===== src/rtl/adder_bist_pkg.sv =====
// rtl/adder_bist_pkg.sv - shared FSM state type and width helpers for the adder BIST controller
package adder_bist_pkg;

    typedef enum logic [1:0] {
        S_IDLE  = 2'd0,
        S_DRIVE = 2'd1,
        S_CHECK = 2'd2,
        S_DONE  = 2'd3
    } state_t;

    // Vector index {a, b, cin} for N-bit operands
    function automatic int vec_width(input int n);
        return 2 * n + 1;
    endfunction

    // Error counter wide enough to count every vector without saturating
    function automatic int cnt_width(input int n);
        return 2 * n + 2;
    endfunction

endpackage


===== src/rtl/adder_ref_model.sv =====
// rtl/adder_ref_model.sv - combinational golden N-bit a+b+cin producing {cout,sum}
module adder_ref_model #(
    parameter int N = 2
) (
    input  logic [N-1:0] i_a,
    input  logic [N-1:0] i_b,
    input  logic         i_cin,
    output logic [N:0]   o_result
);

    // Operands are zero-extended so the carry-out lands in the top bit
    assign o_result = {1'b0, i_a} + {1'b0, i_b} + {{N{1'b0}}, i_cin};

endmodule


===== src/rtl/adder_bist_ctrl.sv =====
// rtl/adder_bist_ctrl.sv - exhaustive adder BIST engine; optional ADDER_BIST_STOP_ON_FAIL_EN ends the sweep at the first mismatch
module adder_bist_ctrl
    import adder_bist_pkg::*;
#(
    parameter int N             = 2,
    parameter int SETTLE_CYCLES = 100
) (
    input  logic           clk,
    input  logic           rst,
    input  logic           start,
    output logic [N-1:0]   a,
    output logic [N-1:0]   b,
    output logic           cin,
    input  logic [N-1:0]   sum,
    input  logic           cout,
    output logic           busy,
    output logic           done,
    output logic           pass,
    output logic [2*N+1:0] err_count,
    output logic [2*N:0]   first_fail_vec
);

    localparam int VW = vec_width(N);
    localparam int CW = cnt_width(N);
    localparam int SW = (SETTLE_CYCLES > 1) ? $clog2(SETTLE_CYCLES) : 1;
    localparam logic [SW-1:0] SETTLE_LOAD = SW'(SETTLE_CYCLES - 1);
    localparam logic [VW-1:0] LAST_VEC    = '1;
    localparam logic [CW-1:0] CNT_MAX     = '1;

    state_t          r_state;
    logic [VW-1:0]   r_vec;
    logic [SW-1:0]   r_settle;
    logic [CW-1:0]   r_err;
    logic [VW-1:0]   r_ffv;
    logic            r_busy;
    logic            r_done;
    logic            r_pass;

    logic [N:0]      w_ref;
    logic            w_mismatch;
    logic            w_stop;
    logic [CW-1:0]   w_err_inc;

    // The driven operands come straight from the vector register, so they
    // hold steady through DRIVE/CHECK and keep the last vector in DONE
    assign a   = r_vec[VW-1 -: N];
    assign b   = r_vec[N:1];
    assign cin = r_vec[0];

    adder_ref_model #(.N(N)) u_ref (
        .i_a      (a),
        .i_b      (b),
        .i_cin    (cin),
        .o_result (w_ref)
    );

    assign w_mismatch = (w_ref != {cout, sum});
    assign w_err_inc  = (r_err == CNT_MAX) ? r_err : r_err + CW'(1);

`ifdef ADDER_BIST_STOP_ON_FAIL_EN
    assign w_stop = w_mismatch;
`else
    assign w_stop = 1'b0;
`endif

    assign busy           = r_busy;
    assign done           = r_done;
    assign pass           = r_pass;
    assign err_count      = r_err;
    assign first_fail_vec = r_ffv;

    // Sweep FSM: load vector, let the adder settle, sample and score, advance
    always_ff @(posedge clk) begin
        if (rst) begin
            r_state  <= S_IDLE;
            r_vec    <= '0;
            r_settle <= '0;
            r_err    <= '0;
            r_ffv    <= '0;
            r_busy   <= 1'b0;
            r_done   <= 1'b0;
            r_pass   <= 1'b0;
        end else begin
            case (r_state)
                S_IDLE, S_DONE: begin
                    if (start) begin
                        r_state  <= S_DRIVE;
                        r_vec    <= '0;
                        r_settle <= SETTLE_LOAD;
                        r_err    <= '0;
                        r_ffv    <= '0;
                        r_busy   <= 1'b1;
                        r_done   <= 1'b0;
                        r_pass   <= 1'b0;
                    end
                end
                S_DRIVE: begin
                    if (r_settle == '0) begin
                        r_state <= S_CHECK;
                    end else begin
                        r_settle <= r_settle - SW'(1);
                    end
                end
                S_CHECK: begin
                    if (w_mismatch) begin
                        r_err <= w_err_inc;
                        if (r_err == '0) begin
                            r_ffv <= r_vec;
                        end
                    end
                    if ((r_vec == LAST_VEC) || w_stop) begin
                        r_state <= S_DONE;
                        r_busy  <= 1'b0;
                        r_done  <= 1'b1;
                        r_pass  <= !w_mismatch && (r_err == '0);
                    end else begin
                        r_state  <= S_DRIVE;
                        r_vec    <= r_vec + VW'(1);
                        r_settle <= SETTLE_LOAD;
                    end
                end
                default: r_state <= S_IDLE;
            endcase
        end
    end

endmodule


===== config.mk =====
export PLATFORM = sky130hd
export DESIGN_NAME = adder_bist_ctrl
export DESIGN_NICKNAME = d
export VERILOG_FILES = /design/src/rtl/adder_bist_pkg.sv /design/src/rtl/adder_ref_model.sv /design/src/rtl/adder_bist_ctrl.sv
export SDC_FILE = /design/constraint.sdc
export NUM_CORES = 1
export LEC_CHECK = 0
export CORE_MARGIN = 3
export CORE_UTILIZATION = 54
export CTS_BUF_LIST = sky130_fd_sc_hd__clkbuf_4 sky130_fd_sc_hd__clkbuf_8 sky130_fd_sc_hd__clkbuf_16
export DETAILED_ROUTE_END_ITERATION = 8
export PLACE_DENSITY = 0.88
export SLEW_MARGIN = 20
export SYNTH_ARGS = -nofsm -noshare
export SYNTH_HDL_FRONTEND = slang
export SYNTH_SLANG_ARGS = --single-unit

===== constraint.sdc =====
create_clock -name clk -period 3 [get_ports clk]
set_input_delay 0.9 -clock clk [delete_from_list [all_inputs] [get_ports clk]]
set_output_delay 0.9 -clock clk [all_outputs]
set_load 0.005 [all_outputs]

## Yosys cells after proc, flatten, opt, wreduce, memory -nomap -nowiden

Cells that the tools add are included.

| storage, ports and cells | value |
|---|---|
| output and inout port bits | 19 |
| logic and storage cells | 66 |
| bits in registers | 28 |
| input bits | 6 |

| operators by class | value |
|---|---|
| eq/ne operators | 14 |
| reduce and logical (&&, ||, !) cells | 13 |
| add/sub/neg operators | 5 |
| multiplexer cells | 26 |

Operator list:

| operator | number |
|---|---|
| 2-to-1 mux 7 bit | 3 |
| one-hot mux 7 bit (3 select lines) | 1 |
| 2-to-1 mux 5 bit | 4 |
| one-hot mux 5 bit (2 select lines) | 2 |
| 2-to-1 mux 6 bit | 3 |
| != test 2 bit (second input constant) | 8 |
| one-hot mux 6 bit (2 select lines) | 1 |
| AND reduction 3 bit | 3 |
| AND reduction 4 bit | 2 |
| zero test 7 bit | 1 |
| subtractor 7 x 1 -> 7 bit (second input constant) | 1 |
| adder 6 x 1 -> 6 bit (second input constant) | 1 |
| == test 6 bit (second input constant) | 1 |
| zero test 6 bit | 1 |
| 2-to-1 mux 2 bit | 3 |
| one-hot mux 1 bit (2 select lines) | 3 |
| one-hot mux 2 bit (3 select lines) | 1 |
| adder 5 x 1 -> 5 bit (second input constant) | 1 |
| == test 5 bit (second input constant) | 1 |
| 2-to-1 mux 1 bit | 5 |
| == test 2 bit (second input constant) | 2 |
| adder 2 x 2 -> 3 bit | 1 |
| adder 3 x 1 -> 3 bit | 1 |
| != test 3 bit | 1 |
| 7 further kinds | 7 |

## Depth between registers and ports, before layout

Gate-level depths: netlist (run 1).

| depth | value |
|---|---|
| depth after elaboration | 7 |
| depth in mapped cells | 8 |
| gate-level depth less buffers | 7 |

## Modules after synthesis

Synthesis (run 1) repeated with hierarchy kept, for this count alone.

| second synthesis, totals | value |
|---|---|
| cells, all modules | 193 |
| area, all modules | 1599.0 um^2 |

Modules (own cells, without submodules):

| module | area each (um^2) | cells each | seq. area each (um^2) | times used |
|---|---|---|---|---|
| adder_bist_ctrl | 1529.0 | 183 | 560.5 | 1 |
| adder_ref_model | 70.1 | 10 | 0.0 | 1 |

## Worst setup path after synthesis (run 1)

No wires, ideal clock.

| path | value |
|---|---|
| path kind | reg-to-reg |
| start point | reg r_vec[3] |
| end point | reg r_err[0], in the netlist err_count[0] |
| arrival | 2.377 ns |
| slack | 0.548 ns |
| setup time | 0.074 ns |
| path buffers | 0 |
| clock period less this slack | 2.452 ns |
| data required time | 2.926 ns |
| stages on the path, launching flop included | 8 |
| cells stage by stage | dfxtp_1 inv_1 fa_1 fa_1 xor2_1 and3_1 or4_1 a31oi_1 |

| on the way | value |
|---|---|
| word-level cells in the longest chain between the ends | 5 |

RTL lines:

| element | line | source |
|---|---|---|
| from (decl) | adder_bist_ctrl.sv:31 | `logic [VW-1:0] r_vec;` |
| from (signal assigned) | adder_bist_ctrl.sv:118 | `r_vec <= r_vec + VW'(1);` |
| adder 2 x 2 -> 3 bit | adder_ref_model.sv:12 | `assign o_result = {1'b0, i_a} + {1'b0, i_b} + {{N{1'b0}}, i_cin};` |
| adder 3 x 1 -> 3 bit | adder_ref_model.sv:12 |  |
| != test 3 bit | adder_bist_ctrl.sv:57 | `assign w_mismatch = (w_ref != {cout, sum});` |
| != test 2 bit (no source line) | n/a |  |
| AND reduction 4 bit (no source line) | n/a |  |
| to (signal assigned) | adder_bist_ctrl.sv:106 | `r_err <= w_err_inc;` |
| to (decl) | adder_bist_ctrl.sv:33 | `logic [CW-1:0] r_err;` |

No other way between the ends.
A chain may end at the register's enable or synchronous reset.

## Worst setup path after layout (run 1)

| path | value |
|---|---|
| start point | reg r_vec[1] |
| end point | reg r_err[5], in the netlist err_count[5] |

The elaborated chain is that of the path after synthesis.

==> results of run 1 <==
==> layout make-up <==
class / instances / area (um^2) / share of cell area (%)
Inverter: 12 / 45.04 / 2.182
Multi-Input combinational cell: 172 / 1126 / 54.55
Tap cell: 44 / 55.05 / 2.667
Clock buffer: 3 / 22.52 / 1.091
Timing Repair Buffer: 26 / 255.2 / 12.36
Sequential cell: 28 / 560.5 / 27.15
==> flip-flops by register name, indices dropped and copies added (netlist names) <==
| name | flops |
|---|---|
| busy | 1 |
| done | 1 |
| err_count | 6 |
| first_fail_vec | 5 |
| pass | 1 |
| r_settle | 7 |
| r_state | 2 |
| r_vec | 5 |
==> synth_stat cells, types with 2 or more instances <==
master and n:
o311ai_1 2, o311ai_0 4, nand2_1 22, nor4_1 3, xor2_1 3, a211oi_1 3
a311oi_1 2, buf_2 4, nor2_1 14, dfxtp_1 28, clkbuf_1 7, ha_1 9
nand3_1 6, o21ai_0 14, and3_1 4, and2_1 4, fa_1 2, or2_2 2
a31oi_1 3, nand4_1 8, nand2b_1 10, or4_1 2, a22oi_1 2, inv_1 12
o32ai_1 2, nor3_1 8, nor2b_1 2, a21oi_1 18, nor3b_1 2, nor4b_1 2
==> routing by layer <==
metal	share of wire (%)	routed length [um]	up-vias	track usage (%)
li1	-	-	861	-
met1	46	1826	816	27.39
met2	48	1909	40	34.68
met3	3.9	156	5	3.209
met4	1.6	63	0	7.817
met5	0	0	-	0
==> logic make-up (layout without fill, tap and decap cells) <==
family,count (synthesis),after routing
adder cells (fa/ha/maj),11,11
XOR/XNOR,3,3
flip-flops,28,28
AO/OA/AOI/OAI,59,59
AND/OR/NAND/NOR,97,97
multiplexers,2,2
buffers and inverters,24,41
==> metrics by stage <==
stage	power (mW)	hold WS, ns	cells
after CTS	0.8131	0.5070	285
after global routing	0.8595	0.5197	285
after global placement	0.6570	0.4723	282
after floorplan	0.6080	0.4656	224
final	0.8061	0.5047	285
after detailed placement	0.6593	0.4789	282
==> tightest hold or removal path, delay by kind of cell (launching register included) <==
kind / cells / cell delay, ns
DFF: 1 / 0.34
AOI/OAI and AO/OA: 2 / 0.13
==> how the worst max path moves through the flow <==
stage | from | endpoint | cells after the start
floorplan | r_vec[3]$_SDFFE_PP0P_ | err_count[0]$_SDFFE_PP0P_ | 7
global placement | r_vec[0]$_SDFFE_PP0P_ | err_count[5]$_SDFFE_PP0P_ | 7
finish | r_vec[1]$_SDFFE_PP0P_ | err_count[5]$_SDFFE_PP0P_ | 7
global route | r_vec[1]$_SDFFE_PP0P_ | err_count[5]$_SDFFE_PP0P_ | 7
CTS | r_vec[1]$_SDFFE_PP0P_ | err_count[5]$_SDFFE_PP0P_ | 7
detailed placement | r_vec[1]$_SDFFE_PP0P_ | err_count[5]$_SDFFE_PP0P_ | 7
==> power by group <==
group          switching, mW  total (mW)  internal (mW)  leakage [nW]
Clock                  0.104       0.151         0.0471        0.0138
Combinational          0.141       0.237         0.0957         0.470
Sequential            0.0257       0.419          0.393         0.228
Total                  0.270       0.806          0.536         0.711
==> impl_metrics.toml, run 1 <==
[run_status]
status = "complete, no violations"

[setup_path]
cpMaxStageDelayCell = "fa_1"
worst-path-max-fanout = 14
critPathTopFamily = "adder cells"
cp.required_ns = 3.24
worst_ep_arrival_time_ns = 3.06
endpoint_kind = "flop"
crit_chain = "inv_1 -> fa_1 -> fa_1 -> xor2_1 -> and3_1 -> a2111oi_0 -> o221a_2"
rrSetupSlack_ns = 0.18
cpMostUsedCell = "fa_1"
critical_path_class = "reg -> reg"
critPathBufInv = 1
critPathMaxStageDelay_ns = 0.51
reg2reg_from = "r_vec[1]$_SDFFE_PP0P_"
rr_endpoint = "err_count[5]$_SDFFE_PP0P_"
rr_worst_depth = 7
start_kind = "flop"

[cells_and_area]
layout_common_cells = "28 x dfxtp_1, 24 x clkdlybuf4s50_1, 22 x nand2_1"
drive_above_1_share_pct = 6.224
finalNetCount = 260
mostFrequentLayoutCell = "dfxtp_1"
fillers = 297
area_delta_synth_final_pct = 15.63
fin_util_pct = 66.53
fin_area_mm2 = 0.002064
n_antenna_cell = 0

[clocking]
cts-root-buf = "clkbuf_4"
hold_buffers = 0
path_clk_slew_ns = 0.14
post_cts_resize_count = 0
cts.path.max_buffers = 2
cts-buffers-inserted = 3
cts_tree = "done"
insertion_delay_ns = 0.32
post-cts-setup-buffers = 0
cts_sinks = 28
htreeDepth = 1

[routing]
wl_per_cell_um = 13.88
firstDrtPassIters = 4
viasPerCell = 6.042
route.vias.total = 1722
drc = 0
wirelength_mm = 3.956
drtIter0Drc = 131
ant_nets = 0

[sta]
period_minus_slack_ns = 2.821
relSlewSlack_pct = 50.35
finalHoldViolCount = 0
finalWorstSetupSlack_ns = 0.1795
drv_slew = 0
fin_crit_sh_pct = 94.02
setup_viol_count_final = 0
tns_ns = 0
rsz0062_at_grt = "no"
worstMarginPinSlew_ns = 0.7303
clock.fmax_ghz = 0.3545
clock_skew_ns = 0.006350

[place]
pre_cts_slack_ns = 0.2450
port-buffer-count = 24
dp_hpwl_mm = 2.848
place_congestion = 0.8440
placed_cell_area_mm2 = 0.002042

[floorplan]
start_util_pct = 57.54
dieHeight_um = 63.50
pin_count = 25
dieArea_mm2 = 0.004032
core.rowCount = 20
design.core.area_mm2 = 0.003103
die_w_um = 63.50

[yosys]
synthDistinctLibCells = 50
synth_compound_area_share_pct = 21.58
synthSimpleGateAreaFrac_pct = 30.06
synth_top_family_by_area = "simple AND/OR/NAND/NOR gates"
syn_inst = 224
synth-seq-cells = 28
syn_nets = 241
synth_edf_count = 0
syn_area_mm2 = 0.001785
ys_seq_area_share_pct = 31.39
synthArstFlopShare_pct = 0
synth_largest_area_cell = "dfxtp_1"
synth_area_leaders = "dfxtp_1 31%, ha_1 6.3%, a21oi_1 5.0%, nand2_1 4.6%, o21ai_0 3.9%"
synthXorXnorAreaFrac_pct = 1.472
synthMuxAreaShare_pct = 1.402
ys_warn_count = 0
netlist.area_leader.share_pct = 31.39
synthAdderAreaFrac_pct = 8.549
avgSynthCellArea_um2 = 7.971
synth_ff_type = "dfxtp_1"

[worst_hold_path]
min-delay-start = "r_settle[4]$_SDFFE_PP0P_"
hold_path_class = "reg -> reg"
min_path_cells = 2
whs_endpoint = "r_settle[4]$_SDFFE_PP0P_"

[pwr]
vdd.ir_drop.worst_v = 0.0002997
power_density_mw_per_mm2 = 390.4
p_leak_nw = 0.7112

[global_route]
grt_pass1_vias = 1483
grt_first_pass_wirelength_mm = 6.886
antenna_found_initial = 0
grt_max_degree = 30
grt_use_total_pct = 20.97
gr-total-overflow = 0

[run]
max_cap_viol_count = 0
Note: power is estimated with default switching activity, not from simulation.
==> run 2: changes to the inputs <==
--- a/config.mk
+++ b/config.mk
@@ -9,7 +9,8 @@
 export CORE_UTILIZATION = 54
 export CTS_BUF_LIST = sky130_fd_sc_hd__clkbuf_4 sky130_fd_sc_hd__clkbuf_8 sky130_fd_sc_hd__clkbuf_16
 export DETAILED_ROUTE_END_ITERATION = 8
-export PLACE_DENSITY = 0.88
+export GPL_ROUTABILITY_DRIVEN = 0
+export PLACE_DENSITY = 0.79
 export SLEW_MARGIN = 20
 export SYNTH_ARGS = -nofsm -noshare
 export SYNTH_HDL_FRONTEND = slang
==> impl_metrics.toml, run 2 (synthesis gave the netlist of run 1 again) <==
[setup_path]
critical_path_class = "reg -> reg"
critPathMaxStageDelay_ns = 0.53
cpMaxStageDelayCell = "or4_1"
start_kind = "flop"
cpMostUsedCell = "fa_1"
crit_chain = "inv_1 -> fa_1 -> fa_1 -> xor2_1 -> and3_1 -> or4_1 -> a31oi_1"
worst_ep_arrival_time_ns = 3.01
endpoint_kind = "flop"
cp.required_ns = 3.28
worst-path-max-fanout = 10

[global_route]
antenna_found_initial = 0
grt_max_degree = 30
gr-total-overflow = 0
grt_first_pass_wirelength_mm = 7.410
grt_use_total_pct = 22.18
grt_pass1_vias = 1655

[pwr]
vdd.ir_drop.worst_v = 0.0002086
seqPwrFrac_pct = 45.7
intPower_mw = 0.6278
comb_power_share_pct = 26.6
p_leak_nw = 0.7407
clockPowerShare_pct = 27.7
power_switching_mw = 0.2911
p_sw_share_pct = 31.68
power_density_mw_per_mm2 = 434.1

[clocking]
cts_sinks = 28
post_cts_resize_count = 0
path_clk_slew_ns = 0.16
cts.path.max_buffers = 2
cts-root-buf = "clkbuf_4"
post-cts-setup-buffers = 0
cts-buffers-inserted = 3
htreeDepth = 1
cts_tree = "done"
hold_buffers = 0
insertion_delay_ns = 0.33

[sta]
relSlewSlack_pct = 64.87
rsz0062_at_grt = "no"
setup_viol_count_final = 0
period_minus_slack_ns = 2.729
finalWorstSetupSlack_ns = 0.2706
finalHoldViolCount = 0
tns_ns = 0
clock_skew_ns = 0.002291
drv_slew = 0
worstMarginPinSlew_ns = 0.5167
clock.fmax_ghz = 0.3664
fin_crit_sh_pct = 90.98

[floorplan]
start_util_pct = 57.54
pin_count = 25
design.core.area_mm2 = 0.003103
die_w_um = 63.50
core.rowCount = 20
dieHeight_um = 63.50
dieArea_mm2 = 0.004032

[run_status]
status = "complete, no violations"

[worst_hold_path]
hold_path_class = "reg -> reg"

[place]
pre_cts_slack_ns = 0.3137
dp_hpwl_mm = 2.952
port-buffer-count = 24

[cells_and_area]
layout_common_cells = "28 x dfxtp_1, 24 x clkdlybuf4s50_1, 22 x nand2_1"
mostFrequentLayoutCell = "dfxtp_1"
area_delta_synth_final_pct = 18.57
largest_reg_flops = 7
drive_above_1_share_pct = 7.755
regMostFlops = "r_settle"
n_antenna_cell = 0
finalNetCount = 263

[routing]
firstDrtPassIters = 5
wirelength_mm = 4.268
drtIter0Drc = 168
wl_per_cell_um = 14.77
route.vias.total = 1728
ant_nets = 0
viasPerCell = 5.979
drc = 0

[run]
max_cap_viol_count = 0
[run 2: changes by cell type in the layout (fill, tap and decap cells not counted), sizes merged]
cell	change
buf	+3
bufinv	+1
[run 2: per-layer routing]
layer  track usage, %  share of wire, %
met3            3.030               6.2
met1            32.10                48
met4            6.739               1.3
met2            33.90                44
met5                0                 0
[run 2: worst max-delay path: cells and delay by family, from the launching register on]
family	cells	cell delay (ns)
simple gates	2	0.84
fa+ha+maj	2	0.90
buf+inv	1	0.09
compound gates	1	0.16
xor+xnor	1	0.19
flops	1	0.48
[run 2: power by group through the flow]
stage | clock network (mW) | registers, mW | logic [mW]
after CTS | 0.257 | 0.419 | 0.244
after global routing | 0.268 | 0.424 | 0.273
after floorplan | 0 | 0.421 | 0.187
after global placement | 0 | 0.426 | 0.239
after detailed placement | 0 | 0.427 | 0.243
final | 0.254 | 0.420 | 0.245
[run 2: worst paths after layout]
check,startpoint,to,slack [ns],cells past startpoint
worst max register to register,r_vec[1]$_SDFFE_PP0P_,err_count[0]$_SDFFE_PP0P_,0.27,7
worst max-delay path,r_vec[1]$_SDFFE_PP0P_,err_count[0]$_SDFFE_PP0P_,0.27,7
worst min register to register,pass$_SDFFE_PP0P_,pass$_SDFFE_PP0P_,0.49,2
worst min-delay path,pass$_SDFFE_PP0P_,pass$_SDFFE_PP0P_,0.49,2
[run 2: cell type report]
class / instances / area, um^2
inverter: 12 / 45.04
multi-input combinational: 172 / 1126
timing repair buffer: 29 / 277.8
clock inverter: 1 / 30.03
sequential: 28 / 560.5
clock buffer: 3 / 22.52
fill: 285 / 985.9
tap: 44 / 55.05
[run 2: through the flow]
stage | hold WS (ns) | instances | cell area, um^2 | utilization (%) | power (mW)
2_1_floorplan | 0.4656 | 224 | 1785 | - | 0.6080
3_3_place_gp | 0.4618 | 285 | 2064 | 66.53 | 0.6655
3_5_place_dp | 0.4686 | 285 | 2064 | 66.53 | 0.6695
4_1_cts | 0.4884 | 289 | 2117 | 68.23 | 0.9206
5_1_grt | 0.5452 | 289 | 2117 | 68.23 | 0.9645
6_report | 0.4891 | 289 | 2117 | 68.23 | 0.9189
==> run 3: changes to the inputs <==
--- a/config.mk
+++ b/config.mk
@@ -5,6 +5,7 @@
 export SDC_FILE = /design/constraint.sdc
 export NUM_CORES = 1
 export LEC_CHECK = 0
+export ABC_AREA = 1
 export CORE_MARGIN = 3
 export CORE_UTILIZATION = 54
 export CTS_BUF_LIST = sky130_fd_sc_hd__clkbuf_4 sky130_fd_sc_hd__clkbuf_8 sky130_fd_sc_hd__clkbuf_16
==> impl_metrics.toml, run 3 <==
[setup_path]
reg2reg_from = "r_vec[1]$_SDFFE_PP0P_"
start_kind = "flop"
critical_path_class = "reg -> reg"
worst-path-max-fanout = 10
rrSetupSlack_ns = 0.56
endpoint_kind = "flop"
cp.required_ns = 3.25
rr_worst_depth = 10
rr_endpoint = "first_fail_vec[4]$_SDFFE_PP0P_"
worst_ep_arrival_time_ns = 2.69

[clocking]
cts-root-buf = "clkbuf_4"
cts_sinks = 28
insertion_delay_ns = 0.34
cts-buffers-inserted = 3
path_clk_slew_ns = 0.16
htreeDepth = 1
hold_buffers = 0
cts_tree = "done"
cts.path.max_buffers = 2
post_cts_resize_count = 0
post-cts-setup-buffers = 0

[floorplan]
pin_count = 25
core.rowCount = 19
die_w_um = 62.14
start_util_pct = 59.16
design.core.area_mm2 = 0.002877
dieArea_mm2 = 0.003861
dieHeight_um = 62.14

[global_route]
grt_pass1_vias = 1423
grt_use_met1_pct = 25.95
grt_use_total_pct = 18.96
antenna_found_initial = 0
grt_max_degree = 17
gr-total-overflow = 0
grt_first_pass_wirelength_mm = 6.161
top_usage_layer = "met2"
met3_usage_pct = 3.063
grtUsageMet2_pct = 30.91

[cells_and_area]
n_antenna_cell = 0
finalNetCount = 301
fin_util_pct = 70.60
largest_reg_flops = 7
area_delta_synth_final_pct = 19.34
fillers = 274
fin_area_mm2 = 0.002031
drive_above_1_share_pct = 6.360
layout_common_cells = "70 x nand2_1, 41 x inv_1, 28 x nor2_1, 28 x dfxtp_1, 24 x clkdlybuf4s50_1"
mostFrequentLayoutCell = "nand2_1"
seqCellArea_um2 = 560.5
multi_input_area_um2 = 964.7
regMostFlops = "r_settle"

[sta]
setup_viol_count_final = 0
finalHoldViolCount = 0
clock.fmax_ghz = 0.4102
relSlewSlack_pct = 63.18
tns_ns = 0
period_minus_slack_ns = 2.438
rsz0062_at_grt = "no"
worstMarginPinSlew_ns = 0.5522
clock_skew_ns = 0.002229
fin_crit_sh_pct = 81.27
drv_slew = 0

[routing]
route.vias.total = 1645
wl_per_cell_um = 10.92
ant_nets = 0
firstDrtPassIters = 4
wirelength_mm = 3.548
drc = 0
drtIter0Drc = 97
viasPerCell = 5.062

[worst_hold_path]
min_path_cells = 2
min-delay-start = "r_state[1]$_SDFFE_PP0P_"
hold_path_class = "reg -> reg"
whs_endpoint = "r_state[1]$_SDFFE_PP0P_"

[yosys]
synth_edf_count = 0
synth_area_leaders = "dfxtp_1 33%, nand2_1 15%, inv_1 9.0%, a21oi_1 6.8%, ha_1 6.6%"
ys_seq_area_share_pct = 32.94
syn_nets = 274
netlist.area_leader.share_pct = 32.94
avgSynthCellArea_um2 = 6.621
synthArstFlopShare_pct = 0
synth_ff_type = "dfxtp_1"
ys_warn_count = 0
synth-seq-cells = 28
synthDistinctLibCells = 27
syn_inst = 257
syn_area_mm2 = 0.001702
synth_commonest_cells = "70 x nand2_1, 41 x inv_1, 28 x dfxtp_1, 28 x nor2_1, 23 x a21oi_1"
synth_largest_area_cell = "dfxtp_1"
synth_most_common_cell = "nand2_1"

[pwr]
p_leak_nw = 0.8929
vdd.ir_drop.worst_v = 0.0005185
power_density_mw_per_mm2 = 690.3

[place]
placed_cell_area_mm2 = 0.001994
dp_hpwl_mm = 2.668
port-buffer-count = 24

[run_status]
status = "complete, no violations"

[run]
max_cap_viol_count = 0
[run 3: cell types whose count changed in the layout (fill, tap and decap cells not counted), sizes merged, moves of 8 or more]
cell | previous run | this run
inv | 12 | 43
o21ai | 14 | 6
nand2 | 22 | 72
nor2 | 14 | 31
nand2b | 11 | 0
nand3 | 7 | 17
[run 3: area by class of cell]
| type | count | share of cell area (%) |
|---|---|---|
| multi-input cells | 182 | 47.50 |
| flip-flops and latches | 28 | 27.60 |
| repair buffers | 26 | 12.57 |
| inverters | 43 | 7.948 |
| well taps | 42 | 2.588 |
| clock buffers | 4 | 1.787 |
[run 3: metal layers]
metal  vias to the layer above  share of wire (%)
li1                        868                  -
met1                       727                 50
met2                        46                 43
met3                         4                5.6
met4                         0               0.96
met5                         -                  0
[run 3: cell families (layout without fill, tap and decap cells)]
group	count (synthesis)	in the layout	share of synthesized area, %
AOI/OAI and AO/OA	31	31	9.926
xor gates and xnor gates	1	1	0.5148
adders and majority gates	11	11	8.971
buffers and inverters	47	73	10.37
DFF	28	28	32.94
and+or+nand+nor	139	139	37.28
[run 3: worst max path at each step]
| stage | startpoint | endpoint | slack [ns] | depth (start not counted) |
|---|---|---|---|---|
| after CTS | r_vec[1]$_SDFFE_PP0P_ | first_fail_vec[3]$_SDFFE_PP0P_ | 0.56 | 10 |
| final | r_vec[1]$_SDFFE_PP0P_ | first_fail_vec[4]$_SDFFE_PP0P_ | 0.56 | 10 |
| after detailed placement | r_vec[1]$_SDFFE_PP0P_ | first_fail_vec[3]$_SDFFE_PP0P_ | 0.61 | 10 |
| after floorplan | r_vec[3]$_SDFFE_PP0P_ | err_count[0]$_SDFFE_PP0P_ | 0.86 | 10 |
| after global routing | r_vec[1]$_SDFFE_PP0P_ | first_fail_vec[4]$_SDFFE_PP0P_ | 0.38 | 10 |
| after global placement | cout | first_fail_vec[3]$_SDFFE_PP0P_ | 0.64 | 8 |
[run 3: worst max-delay path, stage by stage (launching register included)]
cell     delay (ns)
dfxtp_1        0.46
inv_1          0.11
fa_1           0.41
fa_1           0.51
nand2_1        0.05
nand2_1        0.05
nor2_1         0.05
nand2_1        0.26
nand3_4        0.20
a21oi_1        0.19
nor2_1         0.05
[run 3: per-stage QoR]
step	instances	hold WS, ns	power [mW]	setup WS, ns
after detailed placement	321	0.4789	1.212	0.6070
final	325	0.4998	1.402	0.5620
after CTS	325	0.5031	1.402	0.5597
after floorplan	257	0.4542	1.002	0.8588
after global placement	321	0.4753	1.208	0.6399
after global routing	325	0.5246	1.525	0.3794
[run 3: power by group]
group	total [mW]	switching, mW	internal (mW)
Clock	0.193	0.119	0.0745
Sequential	0.508	0.0548	0.453
Combinational	0.701	0.412	0.289
